[config.mk]
export PLATFORM = sky130hd
export DESIGN_NAME = wb_stage
export DESIGN_NICKNAME = d
export VERILOG_FILES = /design/src/rtl/rv32_pkg.sv /design/src/rtl/wb_trap_encode.sv /design/src/rtl/wb_stage.sv
export SDC_FILE = /design/constraint.sdc
export NUM_CORES = 1
export LEC_CHECK = 0
export CAP_MARGIN = 20
export CORE_MARGIN = 3
export CORE_UTILIZATION = 34
export DETAILED_ROUTE_END_ITERATION = 6
export GPL_TIMING_DRIVEN = 0
export PLACE_DENSITY = 0.76
export RECOVER_POWER = 100
export SYNTH_ARGS = -nofsm -noshare
export SYNTH_HDL_FRONTEND = slang
export SYNTH_SLANG_ARGS = --single-unit
[constraint.sdc]
create_clock -name clk_i -period 1.51 [get_ports clk_i]
set_input_delay 0.302 -clock clk_i [delete_from_list [all_inputs] [get_ports clk_i]]
set_output_delay 0.302 -clock clk_i [all_outputs]
set_load 0.005 [all_outputs]
[src/rtl/rv32_pkg.sv]
// Shared RV32 datapath widths, memory-exception encodings and mcause codes.
package rv32_pkg;

    localparam int unsigned DATA_WIDTH = 32;
    localparam int unsigned ADDR_WIDTH = 32;
    localparam int unsigned RADDR_W    = 5;
    localparam int unsigned CAUSE_W    = 4;

    typedef enum logic [1:0] {
        EXC_NONE     = 2'b00,
        EXC_MISALIGN = 2'b01,
        EXC_PAGE     = 2'b10,
        EXC_ACCESS   = 2'b11
    } mem_exc_e;

    localparam logic [CAUSE_W-1:0] MCAUSE_LD_MISALIGN = 4'd4;
    localparam logic [CAUSE_W-1:0] MCAUSE_LD_ACCESS   = 4'd5;
    localparam logic [CAUSE_W-1:0] MCAUSE_ST_MISALIGN = 4'd6;
    localparam logic [CAUSE_W-1:0] MCAUSE_ST_ACCESS   = 4'd7;
    localparam logic [CAUSE_W-1:0] MCAUSE_LD_PAGE     = 4'd13;
    localparam logic [CAUSE_W-1:0] MCAUSE_ST_PAGE     = 4'd15;

    // Pending trap request presented to the CSR/trap unit.
    typedef struct packed {
        logic [CAUSE_W-1:0]    cause;
        logic [ADDR_WIDTH-1:0] pc;
        logic [ADDR_WIDTH-1:0] tval;
    } trap_req_t;

endpackage

[src/rtl/wb_trap_encode.sv]
// Maps a memory-exception type plus load/store flag onto an mcause code.
module wb_trap_encode
    import rv32_pkg::*;
(
    input  logic [1:0] exc_type_i,
    input  logic       is_store_i,
    output logic [3:0] cause_o
);

    // Type 00 with an exception flagged is treated as an access fault.
    always_comb begin
        cause_o = is_store_i ? MCAUSE_ST_ACCESS : MCAUSE_LD_ACCESS;
        unique case (mem_exc_e'(exc_type_i))
            EXC_MISALIGN: cause_o = is_store_i ? MCAUSE_ST_MISALIGN : MCAUSE_LD_MISALIGN;
            EXC_PAGE:     cause_o = is_store_i ? MCAUSE_ST_PAGE : MCAUSE_LD_PAGE;
            default:      cause_o = is_store_i ? MCAUSE_ST_ACCESS : MCAUSE_LD_ACCESS;
        endcase
    end

endmodule

[src/rtl/wb_stage.sv]
// Writeback stage: single-entry MEM/WB register, register-file commit, EX bypass and trap requests.
// Optional retired-instruction counter output instret_o enabled by defining WB_INSTRET_EN.
module wb_stage
    import rv32_pkg::*;
(
    input  logic                  clk_i,
    input  logic                  rst_ni,
    input  logic                  mem_valid_i,
    output logic                  mem_ready_o,
    input  logic [ADDR_WIDTH-1:0] mem_pc_i,
    input  logic [4:0]            mem_rd_addr_i,
    input  logic                  mem_rd_we_i,
    input  logic                  mem_is_store_i,
    input  logic [DATA_WIDTH-1:0] mem_data_i,
    input  logic [ADDR_WIDTH-1:0] mem_addr_i,
    input  logic                  mem_exception_i,
    input  logic [1:0]            mem_exception_type_i,
    input  logic                  flush_i,
    output logic                  rf_we_o,
    output logic [4:0]            rf_waddr_o,
    output logic [DATA_WIDTH-1:0] rf_wdata_o,
    output logic                  fwd_valid_o,
    output logic [4:0]            fwd_rd_o,
    output logic [DATA_WIDTH-1:0] fwd_data_o,
    output logic                  trap_valid_o,
    output logic [3:0]            trap_cause_o,
    output logic [ADDR_WIDTH-1:0] trap_pc_o,
    output logic [ADDR_WIDTH-1:0] trap_tval_o,
    input  logic                  trap_ack_i,
    output logic                  retire_o
`ifdef WB_INSTRET_EN
    ,
    output logic [63:0]           instret_o
`endif
);

    typedef enum logic [1:0] {
        WB_IDLE = 2'b00,
        WB_HOLD = 2'b01,
        WB_TRAP = 2'b10
    } wb_state_t;

    wb_state_t             state_q, state_d;
    logic                  rf_we_q, rf_we_d;
    logic [RADDR_W-1:0]    rf_waddr_q, rf_waddr_d;
    logic [DATA_WIDTH-1:0] rf_wdata_q, rf_wdata_d;
    logic                  retire_q, retire_d;
    logic                  trap_valid_q, trap_valid_d;
    trap_req_t             trap_q, trap_d;
    logic [CAUSE_W-1:0]    enc_cause;

    wb_trap_encode u_trap_encode (
        .exc_type_i (mem_exception_type_i),
        .is_store_i (mem_is_store_i),
        .cause_o    (enc_cause)
    );

    assign mem_ready_o = (state_q != WB_TRAP);

    // Next state and next registered outputs; outputs reflect the entry held after the edge.
    always_comb begin
        state_d      = state_q;
        rf_we_d      = 1'b0;
        rf_waddr_d   = rf_waddr_q;
        rf_wdata_d   = rf_wdata_q;
        retire_d     = 1'b0;
        trap_valid_d = 1'b0;
        trap_d       = trap_q;

        unique case (state_q)
            WB_TRAP: begin
                if (trap_ack_i) begin
                    state_d = WB_IDLE;
                end else begin
                    trap_valid_d = 1'b1;
                end
            end
            default: begin
                if (flush_i || !mem_valid_i) begin
                    state_d = WB_IDLE;
                end else if (mem_exception_i) begin
                    state_d      = WB_TRAP;
                    trap_valid_d = 1'b1;
                    trap_d.cause = enc_cause;
                    trap_d.pc    = mem_pc_i;
                    trap_d.tval  = mem_addr_i;
                end else begin
                    state_d    = WB_HOLD;
                    rf_we_d    = mem_rd_we_i && (mem_rd_addr_i != 5'd0);
                    rf_waddr_d = mem_rd_addr_i;
                    rf_wdata_d = mem_data_i;
                    retire_d   = 1'b1;
                end
            end
        endcase
    end

    always_ff @(posedge clk_i or negedge rst_ni) begin
        if (!rst_ni) begin
            state_q      <= WB_IDLE;
            rf_we_q      <= 1'b0;
            rf_waddr_q   <= '0;
            rf_wdata_q   <= '0;
            retire_q     <= 1'b0;
            trap_valid_q <= 1'b0;
            trap_q       <= '0;
        end else begin
            state_q      <= state_d;
            rf_we_q      <= rf_we_d;
            rf_waddr_q   <= rf_waddr_d;
            rf_wdata_q   <= rf_wdata_d;
            retire_q     <= retire_d;
            trap_valid_q <= trap_valid_d;
            trap_q       <= trap_d;
        end
    end

    assign rf_we_o      = rf_we_q;
    assign rf_waddr_o   = rf_waddr_q;
    assign rf_wdata_o   = rf_wdata_q;
    assign fwd_valid_o  = rf_we_q;
    assign fwd_rd_o     = rf_waddr_q;
    assign fwd_data_o   = rf_wdata_q;
    assign retire_o     = retire_q;
    assign trap_valid_o = trap_valid_q;
    assign trap_cause_o = trap_q.cause;
    assign trap_pc_o    = trap_q.pc;
    assign trap_tval_o  = trap_q.tval;

`ifdef WB_INSTRET_EN
    logic [63:0] instret_q, instret_d;

    // Counts cycles in which retire_o is high; wraps naturally at 2^64.
    always_comb begin
        instret_d = instret_q + 64'(retire_q);
    end

    always_ff @(posedge clk_i or negedge rst_ni) begin
        if (!rst_ni) begin
            instret_q <= '0;
        end else begin
            instret_q <= instret_d;
        end
    end

    assign instret_o = instret_q;
`endif

endmodule

### Yosys cells after proc, flatten, opt, wreduce, memory -nomap -nowiden

Cells that the tools add are included.

| word-level totals | value |
|---|---|
| flip-flop bits (word level) | 110 |
| input port bits | 111 |
| output and inout port bits | 147 |
| word-level logic and storage cells | 41 |

| operators by class | value |
|---|---|
| equal/unequal tests | 5 |
| muxes and demuxes | 18 |
| bitwise gates (word level) | 3 |
| reductions and logical operators | 6 |

Operator list:

| cell | count |
|---|---|
| two-way mux 2 bit | 7 |
| two-way mux 1 bit | 10 |
| one-hot mux 4 bit (2 select lines) | 1 |
| AND reduction 3 bit | 2 |
| nonzero test 5 bit | 1 |
| equality test 2 bit, second input constant | 2 |
| inequality test 2 bit, second input constant | 2 |
| inverter 1 bit | 3 |
| equality test 2 x 1 -> 1 bit, second input constant | 1 |
| logical AND 1 bit | 1 |
| logical NOT 1 bit | 1 |
| logical OR 1 bit | 1 |

### Depth between registers and ports, before layout

Gate-level depths: netlist (run 1).

| logic depth | value |
|---|---|
| word-level depth | 5 |
| mapped depth | 5 |

### Cells and area by module

Synthesis (run 1) repeated with hierarchy kept, for this count alone.

| unflattened totals | value |
|---|---|
| cells, all modules | 277 |
| area total of the unflattened synthesis | 4440.5 um^2 |

Modules (own cells, without submodules):

| module | times used | cells each | area an instance (um^2) | sequential area each (um^2) |
|---|---|---|---|---|
| wb_stage | 1 | 272 | 4406.7 | 2752.6 |
| wb_trap_encode | 1 | 5 | 33.8 | 0.0 |

### Least setup slack after synthesis (run 1)

Ideal clock, no wire load.

| path | value |
|---|---|
| path kind | register to register |
| start point | register state_q[1] |
| end point | register rf_wdata_q[0] (netlist: fwd_data_o[0]) |
| library setup time | 0.125 ns |
| arrival time | 1.303 ns |
| data required time | 1.385 ns |
| slack | 0.082 ns |
| stages on the path, launching flop included | 6 |
| path through | dfrtp_1 nand2b_4 and4bb_4 buf_6 buf_6 mux2_4 |

| between the ends | value |
|---|---|
| cells in the longest elaborated chain, start to end | 3 |

RTL lines:

| what | RTL line | source |
|---|---|---|
| from (decl) | wb_stage.sv:43 | `wb_state_t state_q, state_d;` |
| from (signal assigned) | wb_stage.sv:108 | `state_q <= state_d;` |
| equality test 2 bit | wb_stage.sv:70 | `unique case (state_q)` |
| inverter 1 bit (no source line) | - |  |
| AND reduction 3 bit (no source line) | - |  |
| to (signal assigned) | wb_stage.sv:111 | `rf_wdata_q <= rf_wdata_d;` |
| to (decl) | wb_stage.sv:46 | `logic [DATA_WIDTH-1:0] rf_wdata_q, rf_wdata_d;` |

Every way passes these cells.
A chain may end at the register's enable or synchronous reset.

### Worst setup path after layout (run 1)

| path | value |
|---|---|
| start point | input flush_i |
| end point | register rf_wdata_q[14] (netlist: fwd_data_o[14]) |

| between the ends | value |
|---|---|
| cells in the longest elaborated chain, start to end | 3 |

RTL lines:

| what | RTL line | source |
|---|---|---|
| from (decl) | wb_stage.sv:18 | `input logic flush_i,` |
| logical OR 1 bit | wb_stage.sv:79 | `if (flush_i \|\| !mem_valid_i) begin` |
| inverter 1 bit (no source line) | - |  |
| AND reduction 3 bit (no source line) | - |  |

Every way passes these cells.

==> results of run 1 <==
[flip-flops by register name, summed over array words and instances (netlist names)]
signal        count
fwd_data_o       32
fwd_rd_o          5
fwd_valid_o       1
retire_o          1
state_q           2
trap_cause_o      4
trap_pc_o        32
trap_tval_o      32
trap_valid_o      1
[layout make-up]
cell class	count	area (um^2)	share of cell area
plain buffers	49	387.9	0.05161
clock buffers	15	257.7	0.03429
clock inverters	1	5.005	0.0006659
multi-input cells	115	1318	0.1753
flip-flops and latches	110	2753	0.3662
well taps	168	210.2	0.02797
repair buffers	271	2585	0.3439
[layout by cell type (no fill, tap or decap), drive strengths merged]
cell type        n
dfrtp          110
o311a            1
dlymetal6s2s    18
mux2           104
clkdlybuf4s50  107
o21ai            2
nand2b           3
nand4b           1
dlygate4sd2    130
buf             64
clkbuf          16
nor2b            1
clkinv           1
or3              1
nor4bb           1
and4bb           1
[cells by family (layout without fill, tap and decap cells)]
family | count (synthesis) | in the layout
flops | 110 | 110
mux | 104 | 104
buf+inv | 49 | 336
compound gates | 3 | 3
simple gates | 8 | 8
[metal layers]
layer | track usage | routed length (um) | up-vias | share of wire
li1 | - | - | 1473 | -
met1 | 0.1834 | 4321 | 1601 | 0.36
met2 | 0.2831 | 6209 | 158 | 0.51
met3 | 0.06645 | 1272 | 20 | 0.11
met4 | 0.06729 | 255 | 0 | 0.021
met5 | 0 | 0 | - | 0
[metrics by stage]
step | power [W] | hold slack, ns | setup slack [ns] | cells
final | 0.009010 | 0.2596 | 0.04299 | 729
after global routing | 0.009548 | 0.2724 | -0.002389 | 729
after CTS | 0.009194 | 0.01607 | 0.0003900 | 728
after detailed placement | 0.007482 | 0.3904 | -0.4408 | 700
after floorplan | 0.005093 | 0.006409 | 0.08219 | 274
after global placement | 0.007375 | 0.4487 | -3.999 | 699
[final timing paths]
kind | startpoint | endpoint | slack, ns | cells after the start
hold reg to reg | trap_cause_o[2] | trap_cause_o[2] | 0.47 | 1
setup / recovery | flush_i | fwd_data_o[14] | 0.04 | 5
max in group asynchronous | rst_ni | trap_tval_o[14] | 0.34 | 2
min in group clk_i | mem_exception_i | state_q[0] | 0.26 | 2
hold / removal | rst_ni | fwd_data_o[29] | 0.26 | 1
setup reg to reg | state_q[1] | fwd_data_o[14] | 0.06 | 5
[report_power, final]
| group | internal [W] | total (W) | switching (W) |
|---|---|---|---|
| Clock | 0.00117 | 0.00214 | 0.000976 |
| Combinational | 0.00200 | 0.00289 | 0.000890 |
| Sequential | 0.00360 | 0.00397 | 0.000377 |
| Total | 0.00677 | 0.00901 | 0.00224 |
[what timing repair did]
item,in CTS,in global routing
pin swaps,1,1
buffers inserted,12,1
resized for setup,144,18
endpoints found under the setup margin,227,47
==> impl_metrics.py, run 1 <==
metrics = {
    "global_route": {
        "grt_usage": 0.1656,
        "antenna_found_initial": 0,
        "grt_max_degree": 59,
        "grt_pass1_wl_mm": 18.71,
        "grt_pass1_vias": 3464,
        "gr-total-overflow": 0,
    },
    "layout": {
        "final_core_util": 0.6080,
        "finish.instance_area_um2": 7516,
        "layout.nets": 667,
        "syn_to_final_growth_pct": 70.27,
        "diodes": 0,
        "layout-drive-gt1-share": 0.3262,
        "fillers": 1041,
    },
    "yosys": {
        "synth_top_family_by_area": "multiplexers",
        "synthTopCellsByCount": "dfrtp_1, mux2_2, buf_4",
        "ys.warnings.count": 0,
        "synth_seq_area_share": 0.6236,
        "synth_fa_ha_area_frac": 0,
        "synth_fp_nets": 385,
        "netlist_top_cells_area": "dfrtp_1, mux2_2, buf_4, mux2_4, buf_2",
        "synth_top_cell_by_area": "dfrtp_1",
        "ys_async_sr_fraction": 1.000,
        "synth_xor_area_frac": 0,
        "synthFlopType": "dfrtp_1",
        "synth_enable_flop_cells": 0,
        "synthCells": 274,
        "synthesis.area_um2": 4414,
        "synth_top_area_frac": 0.6236,
        "synth_most_common_cell": "dfrtp_1",
        "synth-compound-area-share": 0.004535,
        "synthMuxAreaShare": 0.2738,
        "syn_avg_cell_area_um2": 16.11,
        "synth_seq_cells": 110,
        "synth_cell_types": 15,
        "synth-simple-area-share": 0.01814,
    },
    "power_and_ir_drop": {
        "vdd_drop_max_v": 0.0005509,
        "power_density_nw_per_um2": 1199,
        "p_leak_nw": 3.657,
    },
    "worst_setup_path": {
        "cp_cell_sequence": "clkdlybuf4s50_1 > and4bb_4 > buf_8 > buf_12 > mux2_2",
        "worstPathBufferInverterCount": 3,
        "worstSetupPathType": "in2reg",
        "critPathSlowestCell": "clkdlybuf4s50_1",
        "critical_path_required_ns": 1.73,
        "crit_path_start_kind": "primary input",
        "worstPathMaxFanout": 7,
        "cp.arrival_ns": 1.69,
        "end_kind": "flip-flop",
        "slowest_delay_ns": 0.45,
        "path_delay_family": "buffers and inverters",
    },
    "die": {
        "die_h_um": 119.9,
        "core_area_um2": 12360,
        "core.rowCount": 40,
        "die_x_um": 119.9,
        "dieArea_um2": 14390,
        "pin_count": 258,
        "start_util": 0.3571,
    },
    "clocking": {
        "clk_latency_ns": 0.34,
        "cts.clk_slew.worst_paths_ns": 0.07,
        "cts_buffers": 9,
        "cts.sinks": 110,
        "ctsHoldBuffers": 0,
        "cts_buffer_depth": 2,
        "htree_levels": 3,
        "clock-root-buffer": "clkbuf_16",
        "cts_tree": "done",
    },
    "routing": {
        "ant_nets": 0,
        "wire_per_inst_um": 16.54,
        "routed_wirelength_mm": 12.06,
        "initialDrtViolationCount": 132,
        "route.detailed.drc": 0,
        "num_vias": 3252,
        "dr.pass1.iters": 4,
        "vias_per_cell": 4.461,
    },
    "timing": {
        "max_freq_mhz": 681.7,
        "hold_viol": 0,
        "final.period_utilization": 0.9715,
        "period_needed_ns": 1.467,
        "timing.setup.tns_ns": 0,
        "finClkSkew_ns": 0.005584,
        "worst_pin_slew_ns": 1.376,
        "setup-violations-final": 0,
        "relSlewSlack": 0.08299,
        "drv_slew": 0,
    },
    "run": {
        "drv_cap": 0,
    },
    "placed_design": {
        "portBuffers": 257,
        "place.gp.congestion": 0.7441,
        "place_area_um2": 7222,
        "dp.final_hpwl_mm": 9.499,
    },
    "hold_path": {
        "hold_class": "in2async",
    },
    "outcome": {
        "status": "finished clean",
    },
}
No activity file was read; power rests on OpenSTA's default activity.
==> inputs of run 2 (changes only) <==
--- a/config.mk
+++ b/config.mk
@@ -6,11 +6,12 @@
 export NUM_CORES = 1
 export LEC_CHECK = 0
 export CAP_MARGIN = 20
-export CORE_MARGIN = 3
-export CORE_UTILIZATION = 34
+export CORE_AREA = 3 3 99 101
 export DETAILED_ROUTE_END_ITERATION = 6
-export GPL_TIMING_DRIVEN = 0
-export PLACE_DENSITY = 0.76
+export DIE_AREA = 0 0 102 104
+export DONT_BUFFER_PORTS = 1
+export GPL_TIMING_DRIVEN = 1
+export PLACE_DENSITY = 0.66
 export RECOVER_POWER = 100
 export SYNTH_ARGS = -nofsm -noshare
 export SYNTH_HDL_FRONTEND = slang
==> run 2 against run 1 <==
Compared with the run above:
- the flow now finishes with violations (hold timing)
- count of clock-buffer cells in the layout is 6 lower
- hold slack lost 0.64 ns
- sequential share of layout area rose by 24 points
- total power fell by 24%
- critical path type is now reg2reg
- largest cell class is now sequential cells
==> impl_metrics.py, run 2 (synthesis results as in run 1) <==
metrics = {
    "outcome": {
        "status": "finished with violations",
        "violations": "hold timing",
    },
    "clocking": {
        "htree_levels": 3,
        "cts_buffer_depth": 2,
        "cts_buffers": 9,
        "cts.sinks": 110,
        "ctsHoldBuffers": 2,
        "clk_latency_ns": 0.36,
        "cts_tree": "done",
        "postCtsSetupBuffers": 0,
        "cts.clk_slew.worst_paths_ns": 0.11,
        "clock-root-buffer": "clkbuf_8",
    },
    "global_route": {
        "grt_max_degree": 111,
        "grt_usage": 0.1548,
        "gr-total-overflow": 0,
        "antenna_found_initial": 1,
        "grt_pass1_wl_mm": 12.54,
        "grt_pass1_vias": 2308,
    },
    "timing": {
        "hold_viol": 110,
        "worst_pin_slew_ns": 0.2128,
        "period_needed_ns": 1.468,
        "hold_ws_ns": -0.3808,
        "drv_slew": 0,
        "max_freq_mhz": 681.3,
        "setup-violations-final": 0,
        "relSlewSlack": 0.8562,
        "rsz0062_at_grt": "yes",
        "final.period_utilization": 0.9720,
        "finClkSkew_ns": 0.009033,
        "timing.setup.tns_ns": 0,
    },
    "layout": {
        "final_common_cell": "dfrtp_1",
        "diodes": 0,
        "final_core_util": 0.5015,
        "layout.nets": 355,
        "finish.instance_area_um2": 4568,
        "syn_to_final_growth_pct": 3.486,
        "layout-drive-gt1-share": 0.5181,
        "layout_common_cells": "dfrtp_1, mux2_2, mux2_4",
        "instances_no_fill": 360,
    },
    "die": {
        "core_area_um2": 9109,
        "die_x_um": 102,
        "start_util": 0.4846,
        "die_h_um": 104,
        "pin_count": 258,
        "dieArea_um2": 10610,
        "core.rowCount": 35,
    },
    "worst_setup_path": {
        "worstPathMaxFanout": 19,
        "cp.arrival_ns": 1.73,
        "crit_path_start_kind": "flip-flop",
        "end_kind": "flip-flop",
        "worstSetupPathType": "reg2reg",
        "regToRegSetupSlack_ns": 0.04,
        "critical_path_required_ns": 1.77,
    },
    "hold_path": {
        "hold_class": "in2async",
    },
    "routing": {
        "initialDrtViolationCount": 41,
        "vias_per_cell": 5.669,
        "ant_nets": 0,
        "route.detailed.drc": 0,
        "dr.pass1.iters": 4,
        "wire_per_inst_um": 23.91,
        "num_vias": 2041,
        "routed_wirelength_mm": 8.608,
    },
    "power_and_ir_drop": {
        "vdd_drop_max_v": 0.0006795,
        "design_power_total_w": 0.006811,
        "p_leak_nw": 1.994,
        "power_density_nw_per_um2": 1491,
    },
    "run": {
        "drv_cap": 0,
    },
    "placed_design": {
        "place_area_um2": 4297,
        "dp.cells": 341,
        "place.gp.congestion": 0.7148,
        "portBuffers": 0,
        "dp.final_hpwl_mm": 6.131,
    },
}
==> run 2: path summary, 6_finish.rpt <==
check                             start         endpoint  cells past startpoint
max                          state_q[1]   fwd_data_o[24]                      4
max reg2reg                  state_q[1]   fwd_data_o[24]                      4
max in group asynchronous        rst_ni  trap_cause_o[2]                      0
min reg2reg                trap_pc_o[4]     trap_pc_o[4]                      1
min                              rst_ni  trap_tval_o[20]                      0
min in group clk_i           trap_ack_i       state_q[1]                      1
==> run 2: what timing repair did <==
item | 4_1_cts | 5_1_grt
endpoints found under the setup margin | 5 | 31
gates resized for setup | 1 | 4
cloned | 0 | 1
hold endpoints to repair | 111 | 110
==> run 2: routing by layer <==
layer	part of all wire	global-route usage	wire [um]
met1	0.31	0.1422	2708
met4	0.014	0.04124	122
met5	0.0015	0	13
met3	0.12	0.08317	1040
met2	0.55	0.2878	4723
==> run 2: worst max-delay path, cell delays in order, from the launching register on <==
cell,delay [ns]
dfrtp_1,0.41
nand2b_4,0.09
and4bb_4,0.29
clkbuf_16,0.22
mux2_2,0.34
==> run 2: metrics by stage <==
stage	setup slack, ns	hold slack, ns
after global placement	0.06338	0.009337
after CTS	-0.002941	-0.4143
after floorplan	0.08219	0.006409
after detailed placement	0.02034	0.008744
final	0.04231	-0.3808
after global routing	-0.02048	-0.4292
==> run 2: cell type report <==
class	instances	area (um^2)
flip-flops and latches	110	2753
well taps	111	138.9
repair buffers	8	132.6
multi-input cells	115	1336
fillers	782	4541
clock inverters	7	83.83
clock buffers	9	123.9
==> run 2: where the power goes <==
| part | total (W) | switching [W] | leakage [nW] | internal, W |
|---|---|---|---|---|
| sequential | 0.00424 | 0.000650 | 1.31 | 0.00359 |
| clock | 0.00177 | 0.00110 | 0.105 | 0.000677 |
| combinational | 0.000793 | 0.000214 | 0.579 | 0.000579 |
| total | 0.00681 | 0.00196 | 1.99 | 0.00485 |
